[src/rtl/lps_b_stream_loader.sv]
// ---------------------------------------------------------------------------
// lps_b_stream_loader
//
// Upstream feeder for the dual B register block. It accepts one packed weight
// word per valid/ready handshake. In LPS mode the word is sent as BEATS beats
// of 2*LANE_W bits. Each beat carries one B1 lane and one B2 lane, top lane
// first, so the downstream shift chains end up with the lanes in their natural
// order. In normal mode the word is sent as a single beat of its low
// 2*LANE_W bits. One cycle after the final beat has been captured downstream,
// w_loaded pulses for a single cycle to mark that B1/B2 hold the whole word.
//
// Ports
//   clk        in   clock, all logic on posedge
//   RSTn       in   synchronous reset, active-low
//   s_valid    in   input word valid
//   s_ready    out  loader can accept a word this cycle
//   s_data     in   [3*LANE_W-1:0]       = B1 image {L2,L1,L0}
//                   [6*LANE_W-1:3*LANE_W] = B2 image {H2,H1,H0}
//   s_lps      in   mode of the offered word (1 = LPS stream, 0 = normal)
//   pause      in   downstream stall, freezes beat sequencing
//   B          out  registered operand to the register block
//   CEB1/CEB2  out  registered clock enables for B1/B2
//   LPS        out  registered mode select, holds the mode of the last word
//   w_loaded   out  one-cycle pulse: B1/B2 now hold the complete word
//   dbg_state  out  {in SEND, current beat index} for observation
//
// Handshake: a word transfers on a rising edge where s_valid && s_ready are
// both 1. s_ready never depends on s_valid. s_ready is high in IDLE and during
// the final beat of a word when pause is low. This lets words stream back to
// back without a bubble.
//
// Pipeline: the FSM state and beat index lead the registered outputs by one
// cycle. A beat selected in cycle c is presented on B/CEB in cycle c+1 and
// captured by the register block on the edge that ends cycle c+1.
// ---------------------------------------------------------------------------
module lps_b_stream_loader #(
  parameter int LANE_W = 9,
  parameter int BEATS  = 3
) (
  input  logic                        clk,
  input  logic                        RSTn,
  input  logic                        s_valid,
  output logic                        s_ready,
  input  logic [2*BEATS*LANE_W-1:0]   s_data,
  input  logic                        s_lps,
  input  logic                        pause,
  output logic [2*LANE_W-1:0]         B,
  output logic                        CEB1,
  output logic                        CEB2,
  output logic                        LPS,
  output logic                        w_loaded,
  output logic [$clog2(BEATS):0]      dbg_state
);

  localparam int BEAT_W = $clog2(BEATS);
  localparam int B_W    = 2 * LANE_W;
  localparam int WORD_W = 2 * BEATS * LANE_W;

  typedef enum logic {
    IDLE = 1'b0,
    SEND = 1'b1
  } state_t;

  state_t              state_q;
  state_t              state_d;
  logic [BEAT_W-1:0]   beat_q;
  logic [BEAT_W-1:0]   beat_d;

  logic [WORD_W-1:0]   word_q;
  logic                mode_q;

  // s_ready stays low after reset until the first edge with RSTn high.
  logic                ready_en_q;

  logic [B_W-1:0]      b_q;
  logic                ceb_q;
  logic                last_q;
  logic                lps_q;
  logic                w_loaded_q;

  logic                accept;
  logic                is_final;
  logic                beat_en;
  logic [LANE_W-1:0]   lo_lane;
  logic [LANE_W-1:0]   hi_lane;
  logic [B_W-1:0]      beat_data;

  // ---------------------------------------------------------------------
  // Beat selection
  // ---------------------------------------------------------------------
  // A normal-mode word has only beat 0. For an LPS word, the last beat is
  // BEATS-1.
  assign is_final = mode_q ? (beat_q == BEAT_W'(BEATS - 1)) : (beat_q == '0);

  // Beat k carries lane (BEATS-1-k) of each image, so the top lane leaves first.
  always_comb begin
    lo_lane = '0;
    hi_lane = '0;
    for (int k = 0; k < BEATS; k++) begin
      if (beat_q == BEAT_W'(k)) begin
        lo_lane = word_q[(BEATS - 1 - k) * LANE_W +: LANE_W];
        hi_lane = word_q[(2 * BEATS - 1 - k) * LANE_W +: LANE_W];
      end
    end
  end

  always_comb begin
    beat_data = word_q[B_W-1:0];
    if (mode_q) begin
      beat_data = {hi_lane, lo_lane};
    end
  end

  // ---------------------------------------------------------------------
  // Handshake
  // ---------------------------------------------------------------------
  always_comb begin
    s_ready = 1'b0;
    case (state_q)
      IDLE:    s_ready = ready_en_q;
      SEND:    s_ready = ready_en_q & is_final & ~pause;
      default: s_ready = 1'b0;
    endcase
  end

  assign accept = s_valid & s_ready;

  // ---------------------------------------------------------------------
  // FSM: state register
  // ---------------------------------------------------------------------
  always_ff @(posedge clk) begin
    if (!RSTn) begin
      state_q <= IDLE;
      beat_q  <= '0;
    end else begin
      state_q <= state_d;
      beat_q  <= beat_d;
    end
  end

  // ---------------------------------------------------------------------
  // FSM: next state and beat strobe
  // ---------------------------------------------------------------------
  always_comb begin
    state_d = state_q;
    beat_d  = beat_q;
    beat_en = 1'b0;
    case (state_q)
      IDLE: begin
        // pause is ignored here, so acceptance is never blocked by a stall.
        if (accept) begin
          state_d = SEND;
          beat_d  = '0;
        end
      end
      SEND: begin
        if (!pause) begin
          beat_en = 1'b1;
          if (is_final) begin
            beat_d = '0;
            // If a new word is taken during the final beat, stay in SEND and
            // start it at beat 0 with no idle cycle in between.
            if (!accept) begin
              state_d = IDLE;
            end
          end else begin
            beat_d = beat_q + 1'b1;
          end
        end
      end
      default: begin
        state_d = IDLE;
        beat_d  = '0;
      end
    endcase
  end

  // ---------------------------------------------------------------------
  // Word capture
  // ---------------------------------------------------------------------
  always_ff @(posedge clk) begin
    if (!RSTn) begin
      word_q <= '0;
      mode_q <= 1'b0;
    end else if (accept) begin
      word_q <= s_data;
      mode_q <= s_lps;
    end
  end

  // ---------------------------------------------------------------------
  // Registered outputs
  // ---------------------------------------------------------------------
  always_ff @(posedge clk) begin
    if (!RSTn) begin
      ready_en_q <= 1'b0;
      b_q        <= '0;
      ceb_q      <= 1'b0;
      last_q     <= 1'b0;
      lps_q      <= 1'b0;
      w_loaded_q <= 1'b0;
    end else begin
      ready_en_q <= 1'b1;
      // The final beat is captured on the edge that ends its CEB cycle, so
      // the pulse follows one cycle later. A beat dropped by reset never
      // produces a pulse.
      w_loaded_q <= ceb_q & last_q;
      if (beat_en) begin
        b_q    <= beat_data;
        ceb_q  <= 1'b1;
        last_q <= is_final;
        // The mode changes together with the first enabled beat of a word.
        if (beat_q == '0) begin
          lps_q <= mode_q;
        end
      end else begin
        // B keeps its last value while paused or idle.
        ceb_q  <= 1'b0;
        last_q <= 1'b0;
      end
    end
  end

  assign B         = b_q;
  assign CEB1      = ceb_q;
  assign CEB2      = ceb_q;
  assign LPS       = lps_q;
  assign w_loaded  = w_loaded_q;
  assign dbg_state = {state_q == SEND, beat_q};

endmodule

[config.mk]
export PLATFORM = sky130hd
export DESIGN_NAME = lps_b_stream_loader
export DESIGN_NICKNAME = d
export VERILOG_FILES = /design/src/rtl/lps_b_stream_loader.sv
export SDC_FILE = /design/constraint.sdc
export NUM_CORES = 1
export LEC_CHECK = 0
export BUFFER_PORTS_ARGS = -buffer_cell sky130_fd_sc_hd__buf_2
export CAP_MARGIN = 10
export CORE_MARGIN = 3
export CORE_UTILIZATION = 50
export DETAILED_ROUTE_END_ITERATION = 12
export GPL_TIMING_DRIVEN = 0
export PLACE_DENSITY_LB_ADDON = 0.25
export SYNTH_ARGS = -nofsm -noshare
export SYNTH_HDL_FRONTEND = slang
export SYNTH_SLANG_ARGS = --single-unit
[constraint.sdc]
create_clock -name clk -period 2.46 [get_ports clk]
set_input_delay 0.492 -clock clk [delete_from_list [all_inputs] [get_ports clk]]
set_output_delay 0.492 -clock clk [all_outputs]
set_load 0.05 [all_outputs]
# Word level (Yosys, flattened, before mapping)
# Index checks and enable logic that the tools add are counted.
[totals] reg_bits=81 inputBits=59 out_inout_bits=26 wordCells=46
[classes] add_sub_neg=1 eq_ne=4 n_mux=21 bitwise=6 n_reduce_logical=4
[op_table] cell="9-bit two-way mux" count=6
[op_table] cell="18-bit two-way mux" count=1
[op_table] cell="1-bit two-way mux" count=8
[op_table] cell="2-bit two-way mux" count=3
[op_table] cell="2-bit AND reduction" count=3
[op_table] cell="1-bit bitwise AND" count=4
[op_table] cell="2-bit inequality test, second input constant" count=2
[op_table] cell="1-bit case mux with 2 select lines" count=2
[op_table] cell="2-bit case mux with 2 select lines" count=1
[op_table] cell="2-bit by 1-bit adder with 2-bit output, second input constant" count=1
[op_table] cell="2-bit by 1-bit == test with 1-bit output, second input constant" count=1
[op_table] cell="2-bit == test, second input constant" count=1
[op_table] cell="2-bit logical NOT" count=1
[op_table] cell="1-bit inverter" count=2

# Longest topological paths before layout
# Gate-level depths: netlist of the first run.
[depth] depth_word=10 depth_mapped=9 depth_no_buf=6

# Worst setup path before layout of the first run
# No wires, ideal clock.
[synth_path] kind="flip-flop to output port" start="reg beat_q[0]" end="out s_ready" arrival_time_ns=1.780 required_time_ns=1.968 path_slack_ns=0.188 path_stages_with_launch=6 cell_sequence="dfxtp_1 -> inv_1 -> ha_1 -> mux2i_1 -> o21ai_0 -> and2_1"
[synth_between] elab_chain_len=5 word_cells_on_any_way=6 cone_classes="eq/ne (1); mux (2); bitwise (2); reduce/logical (1)"
[synth_lines] element="start, declared" line_no="66" rtl="logic [BEAT_W-1:0] beat_q;"
[synth_lines] element="start signal, assigned" line_no="137" rtl="beat_q <= beat_d;"
[synth_lines] element="2-bit == test / 2-bit logical NOT (equally long branches)" line_no="93" rtl="assign is_final = mode_q ? (beat_q == BEAT_W'(BEATS - 1)) : (beat_q == '0);"
[synth_lines] element="1-bit two-way mux (*)" line_no="93"
[synth_lines] element="1-bit bitwise AND (*) (2 in a row)" line_no="121" rtl="SEND: s_ready = ready_en_q & is_final & ~pause;"
[synth_lines] element="1-bit case mux with 2 select lines (*)" line_no="119" rtl="case (state_q)"
[synth_lines] element="end, declared" line_no="43" rtl="output logic s_ready,"
# Every way passes the cells marked *; elsewhere a longest branch is shown, timed or not.

# Worst setup path in the final report of the first run
# Same ends and word-level chain as after synthesis.

==> results of run 1 <==
registers in the layout, indices dropped and copies added (netlist names):
name and flops:
word_q 54, B 18, beat_q 2, CEB1 1, LPS 1, last_q 1, mode_q 1, ready_en_q 1
state_q 1, w_loaded 1
cells in the final DEF, fill, tap and decap left out, drive strengths merged:
master / count
a21boi: 12
a31oi: 9
and2: 2
and3: 1
buf: 102
bufinv: 1
clkbuf: 38
clkinv: 2
clkinvlp: 2
dfxtp: 81
ha: 3
inv: 3
mux2i: 2
nand2: 129
nand2b: 1
nand3: 59
nand3b: 1
nor2b: 4
o211ai: 18
o21ai: 83
o31ai: 1
what timing repair did:
item                       CTS  global route
buffers inserted             0             0
setup endpoints to repair    1             1
gates cloned                 0             0
hold buffers                 0             0
gates resized for setup      1             1
path summary, 6_finish.rpt:
| check | start | endpoint | slack, ps | cells after the start |
|---|---|---|---|---|
| hold reg to reg | word_q[41] | word_q[41] | 450 | 2 |
| setup reg to reg | beat_q[0] | B[8] | 410 | 8 |
| setup / recovery | beat_q[0] | s_ready | 170 | 6 |
| hold / removal | RSTn | ready_en_q | 250 | 1 |
per-layer routing:
layer / vias up / share of wire, % / global-route usage [%]
met4: 0 / 1.6 / 8.39
li1: 1736 / - / -
met2: 139 / 46 / 39.3
met3: 17 / 7.6 / 4.88
met1: 1553 / 45 / 34.0
met5: - / 0 / 0
metrics by stage:
step	setup WS (ps)	utilization, %	hold WS [ps]	power (uW)
finish	168	64.4	246	2820
global placement	314	61.2	433	1850
CTS	76.6	64.3	247	2820
detailed placement	274	61.2	438	1860
floorplan	188	-	429	1720
global route	42.5	64.4	248	2920
cells by family (layout without fill, tap and decap cells):
group,Yosys count,count (layout),share of synthesized area (%)
simple gates,197,197,24.1
compound gates,123,123,20.4
flops,81,81,46.6
buf+inv,48,148,7.30
fa+ha+maj,3,3,1.08
mux,2,2,0.575
cell type report:
| type | count | area (sq um) |
|---|---|---|
| Fill cell | 626 | 2330 |
| Sequential cell | 81 | 1620 |
| Multi-Input combinational cell | 325 | 1620 |
| Timing Repair Buffer | 84 | 420 |
| Buffer | 45 | 243 |
| Clock buffer | 11 | 141 |
| Tap cell | 77 | 96.3 |
| Clock inverter | 5 | 55.1 |
| Inverter | 3 | 11.3 |
power by group:
part | internal (uW) | switching (uW)
clock network | 494 | 491
registers | 1390 | 51.9
logic | 144 | 255
worst register-to-register path, cell delays in order (launching register included):
cell,delay (ps)
dfxtp_1,380
inv_1,90
ha_1,250
buf_2,200
nor2b_1,110
buf_2,190
clkbuf_1,380
o211ai_1,190
a21boi_0,190
==> impl_results.md, run 1 <==
* Maximum fanout along the worst path at 5
* Drt pass-1 iters at 5
* Reg clk slew, reported paths at 80 ps
* Leakage power at 0.00163 uW
* Critical path capture point type: primary output
* Status: complete, no violations
* Die X at 89.4 um
* Max Cap Viol at 0
* TritonCTS clock tree: yes
* Number of global-route vias before repair at 3,063
* Setup_tns at 0 ps
* CTS root buffer: clkbuf_8
* Worst min path class: in -> reg
* Post-synth top cells: nand2_1, dfxtp_1, nand3_1, o21ai_1, o21ai_0
* Setup-failing EPs final at 0
* Routed Antenna Nets at 0
* PD cells at 671 nW/um^2
* Post-synthesis net count at 516
* Netlist cell types at 22
* Layout cells sized above 1 at 21.3%
* Layout area overhead at 20.9%
* CP startpoint kind: flop
* Crit Path Class: reg -> out
* Number of flops mapped to enable cells by yosys at 0
* Max Root-Sink Buffers at 2
* Min Tclk post-route at 2290 ps
* Clk_lat worst skew at 360 ps
* F_max at 0.436 GHz
* Remaining Overflow, GRT at 0
* Asr flop ratio synth at 0%
* Placed Cells at 615
* Worst-margin pin slew at 610 ps
* GPL Wtd Cong at 0.887
* CTS Buf Count at 9
* Max incr delay on CP at 380 ps
* Total GRT Usage at 24.9%
* Die area at 8000 sq um
* Post-DP HPWL at 7090 um
* Largest net degree at the start of global routing at 14
* Non-filler cells, final at 631
* Critical path required time at 1970 ps
* Vias per cell at 5.46
* Avg Synthesized Cell Area at 7.66 sq um
* Slew margin rel. at 59.4%
* Buf+Inv Stages, Crit Path at 2
* Synth top area share at 46.6%
* Synth Register Bits at 81
* Max Clock Skew at 8.99 ps
* Initial Util at 53.3%
* IO Pins at 85
* Final Cycle Share at 93.2%
* Mapped cell area at 3480 sq um
* WL final at 9570 um
* CP Data Arrival Time at 1800 ps
* Core area at 6530 sq um
* Vias at 3,445
* Antenna violations before repair at 0
* First-pass GRT wire length at 15,000 um
* H-tree depth at 3
* Count of pins over their slew limit at 0
* # nets final at 611
* CTS sink count at 81
* CP max stage cell: dfxtp_1
* Violation count after the first detailed-routing iteration at 252
* Critical path's top delay family: flip-flops
* Synth warnings at 0
* # port buffers at 84
* RSZ-0062 raised after global routing: no
* Fin area at 4210 sq um
* Placement Rows at 29
* Most area-consuming cells after synthesis: dfxtp_1, nand2_1, nand3_1, o21ai_1, o21ai_0
* Gate Count Post-Synth at 454
* # DRC at 0
* DIE HEIGHT at 89.4 um
* Wire per inst at 15.2 um
* Main synth FF type: dfxtp_1
* Maximum vdd drop at 0.000322 V
* Register area share after synthesis at 46.6%
* Fin. Hold Viols at 0
* Count leader, synth: nand2_1
* Dpl cell area at 4000 sq um
* CP cell instances: inv_1 > ha_1 > mux2i_4 > o21ai_0 > and2_1 > buf_2
* Diodes inserted at 0
* Synth area leader: dfxtp_1
(Power assumes the default switching activity.)
==> inputs of run 2 (changes only) <==
Settings changed: CORE_ASPECT_RATIO set to 1.5.
==> run 2 against run 1 <==
Effect of this change: final area is 0.18% higher; fmax hardly changed; clock skew is 4.3 ps higher; sequential share of layout area is 0.069 points lower; critical path type unchanged.
==> impl_results.md, run 2 (same netlist as run 1, synthesis figures left out) <==
* Status: complete, no violations
* IO Pins at 85 (unchanged)
* Fin util at 63.6% (-0.76 points)
* Post-DP HPWL at 7140 um (+0.75%)
* Wire length on met1 at 3950 um (-8.9%)
* Wire per inst at 14.9 um (-1.9%)
* RSZ-0062 raised after global routing: no
* Violation count after the first detailed-routing iteration at 301 (+19%)
* Number of global-route vias before repair at 3,273 (+6.9%)
* CTS sink count at 81 (unchanged)
* Reg2reg setup slack at 410 ps (about the same)
* Area of all sequential standard cells at 1620 sq um (unchanged)
* Gate power share at 14.1% (about the same)
* Max Cap Viol at 0 (unchanged)
* CTS root buffer: clkbuf_8
* CP Data Arrival Time at 1800 ps (about the same)
* Reg power frac at 50.4% (-0.6 points)
* DIE HEIGHT at 108 um (+21%)
* Layout area overhead at 21.1%
* Most common cell after layout, fill and taps aside: nand2_1
* Routed Antenna Nets at 0 (unchanged)
* PD cells at 676 nW/um^2 (+0.67%)
* Worst-margin pin slew at 576 ps (-34.0 ps)
* Fillers at 614 (-1.9%)
* Setup_tns at 0 ps (unchanged)
* Worst-case hold path end point: ready_en_q
* Layout cells sized above 1 at 21.5% (+0.18 points)
* Drt pass-1 iters at 5 (unchanged)
* Diodes inserted at 0 (unchanged)
* DR top layer: met4
* Worst r2r dst: B[17]
* Slew margin rel. at 61.6% (+2.3 points)
* Total GRT Usage at 24.9% (+0.087 points)
* Max FFs per register at 54 (unchanged)
* Critical path required time at 1970 ps (about the same)
* WL final at 9370 um (-2.0%)
* Core area at 6620 sq um (+1.4%)
* Reg clk slew, reported paths at 90 ps (about the same)
* CP startpoint kind: flop
* Initial Util at 52.6% (-0.72 points)
* Internal power at 2030 uW (+0.23%)
* TritonCTS clock tree: yes
* Clk pwr share at 35.6% (+0.7 points)
* Remaining Overflow, GRT at 0 (unchanged)
* GPL Wtd Cong at 0.913 (+2.9%)
* Setup-failing EPs final at 0 (unchanged)
* Die X at 74.1 um (-17%)
* Count of pins over their slew limit at 0 (unchanged)
* First-pass GRT wire length at 15,300 um (+2.2%)
* Hold Buf Count CTS at 0 (unchanged)
* Worst flop-to-flop path startpoint: beat_q[0]
* Crit Path Class: reg -> out
* Total power at 2850 uW (+0.85%)
* Fin. Hold Viols at 0 (unchanged)
* Worst min path class: in -> reg
* # DRC at 0 (unchanged)
* Commonest non-fill, non-tap cells in the layout: nand2_1, buf_2, dfxtp_1
* Antenna violations before repair at 0 (unchanged)
* Net Sw Power at 818 uW (+2.4%)
* Clk_lat worst skew at 360 ps (about the same)
* Maximum vdd drop at 0.000458 V (+42%)
* Placement Rows at 36 (+24%)
* Reg with most FFs: word_q
* Worst hold start: RSTn
* Max Clock Skew at 13.3 ps (+4.33 ps)
* Reg2Reg Depth at 8 (unchanged)
* H-tree depth at 3 (unchanged)
* Critical path capture point type: primary output
* Min Tclk post-route at 2290 ps (-0.680 ps)
* Leakage power at 0.00163 uW (+0.19%)
* Maximum fanout along the worst path at 5 (unchanged)
* CTS Buf Count at 9 (unchanged)
* Vias per cell at 5.33 (-2.3%)
* # nets final at 611 (unchanged)
* Vias at 3,359 (-2.5%)
* Sw Share at 28.7% (+0.44 points)
* Final Cycle Share at 93.1% (about the same)
* Area of the multi-input gates at 1620 sq um (unchanged)
* Max Root-Sink Buffers at 2 (unchanged)
* WHS Path Cells at 1 (unchanged)
* Largest net degree at the start of global routing at 15 (+1)
* WL met2 at 4700 um (+7.9%)
* # port buffers at 84 (unchanged)
* F_max at 0.436 GHz (about the same)
* Met3 wire len at 486 um (-33%)
* Die area at 8020 sq um (+0.26%)
run 2: changes by cell type in the layout (fill, tap and decap cells not counted):
cell / previous run / this run
clkbuf_1: 28 / 27
clkinv_4: 0 / 2
clkinv_2: 2 / 1
run 2: worst max-delay path: stages, from the launching register on:
cell	delay, ps
dfxtp_1	380
inv_1	90
ha_1	240
mux2i_4	220
o21ai_0	130
and2_1	160
buf_2	200
run 2: per-layer routing:
| layer | up-vias | global-route usage (%) |
|---|---|---|
| met5 | - | 0 |
| met1 | 1506 | 30.6 |
| li1 | 1735 | - |
| met3 | 17 | 3.44 |
| met2 | 101 | 42.3 |
| met4 | 0 | 11.5 |
run 2: layout make-up:
type	count	share of cell area [%]
Buffer	45	5.76
Clock buffer	10	3.27
Clock inverter	6	1.60
Inverter	3	0.267
Multi-Input combinational cell	325	38.4
Sequential cell	81	38.5
Tap cell	76	2.26
Timing Repair Buffer	84	9.98
run 2: repair_timing:
item / CTS / global route
buffers inserted: 0 / 0
setup endpoints to repair: 0 / 1
resized for setup: 0 / 2
hold endpoints to repair: 0 / 0
run 2: how the worst max path moves through the flow:
stage | to | cells after the start | slack (ps) | start
global route | s_ready | 6 | 50 | beat_q[0]
detailed placement | word_q[14] | 6 | 320 | RSTn
finish | s_ready | 6 | 170 | beat_q[0]
floorplan | s_ready | 5 | 190 | beat_q[0]
global placement | word_q[8] | 6 | 320 | RSTn
CTS | s_ready | 6 | 5 | beat_q[0]
run 2: through the flow:
step	hold slack (ps)	instances	cell area (sq um)	setup WS, ps
final	237	630	4210	169
after global routing	244	630	4210	46.2
after CTS	235	630	4200	4.73
after detailed placement	440	614	4000	316
after global placement	438	614	4000	318
after floorplan	429	454	3480	188
run 2: power groups by stage:
| stage | Sequential (uW) | Clock [uW] | Combinational, uW |
|---|---|---|---|
| 2_1_floorplan | 1490 | 0 | 228 |
| 3_3_place_gp | 1460 | 0 | 391 |
| 3_5_place_dp | 1460 | 0 | 397 |
| 4_1_cts | 1430 | 1010 | 400 |
| 5_1_grt | 1440 | 1060 | 448 |
| 6_report | 1430 | 1010 | 400 |
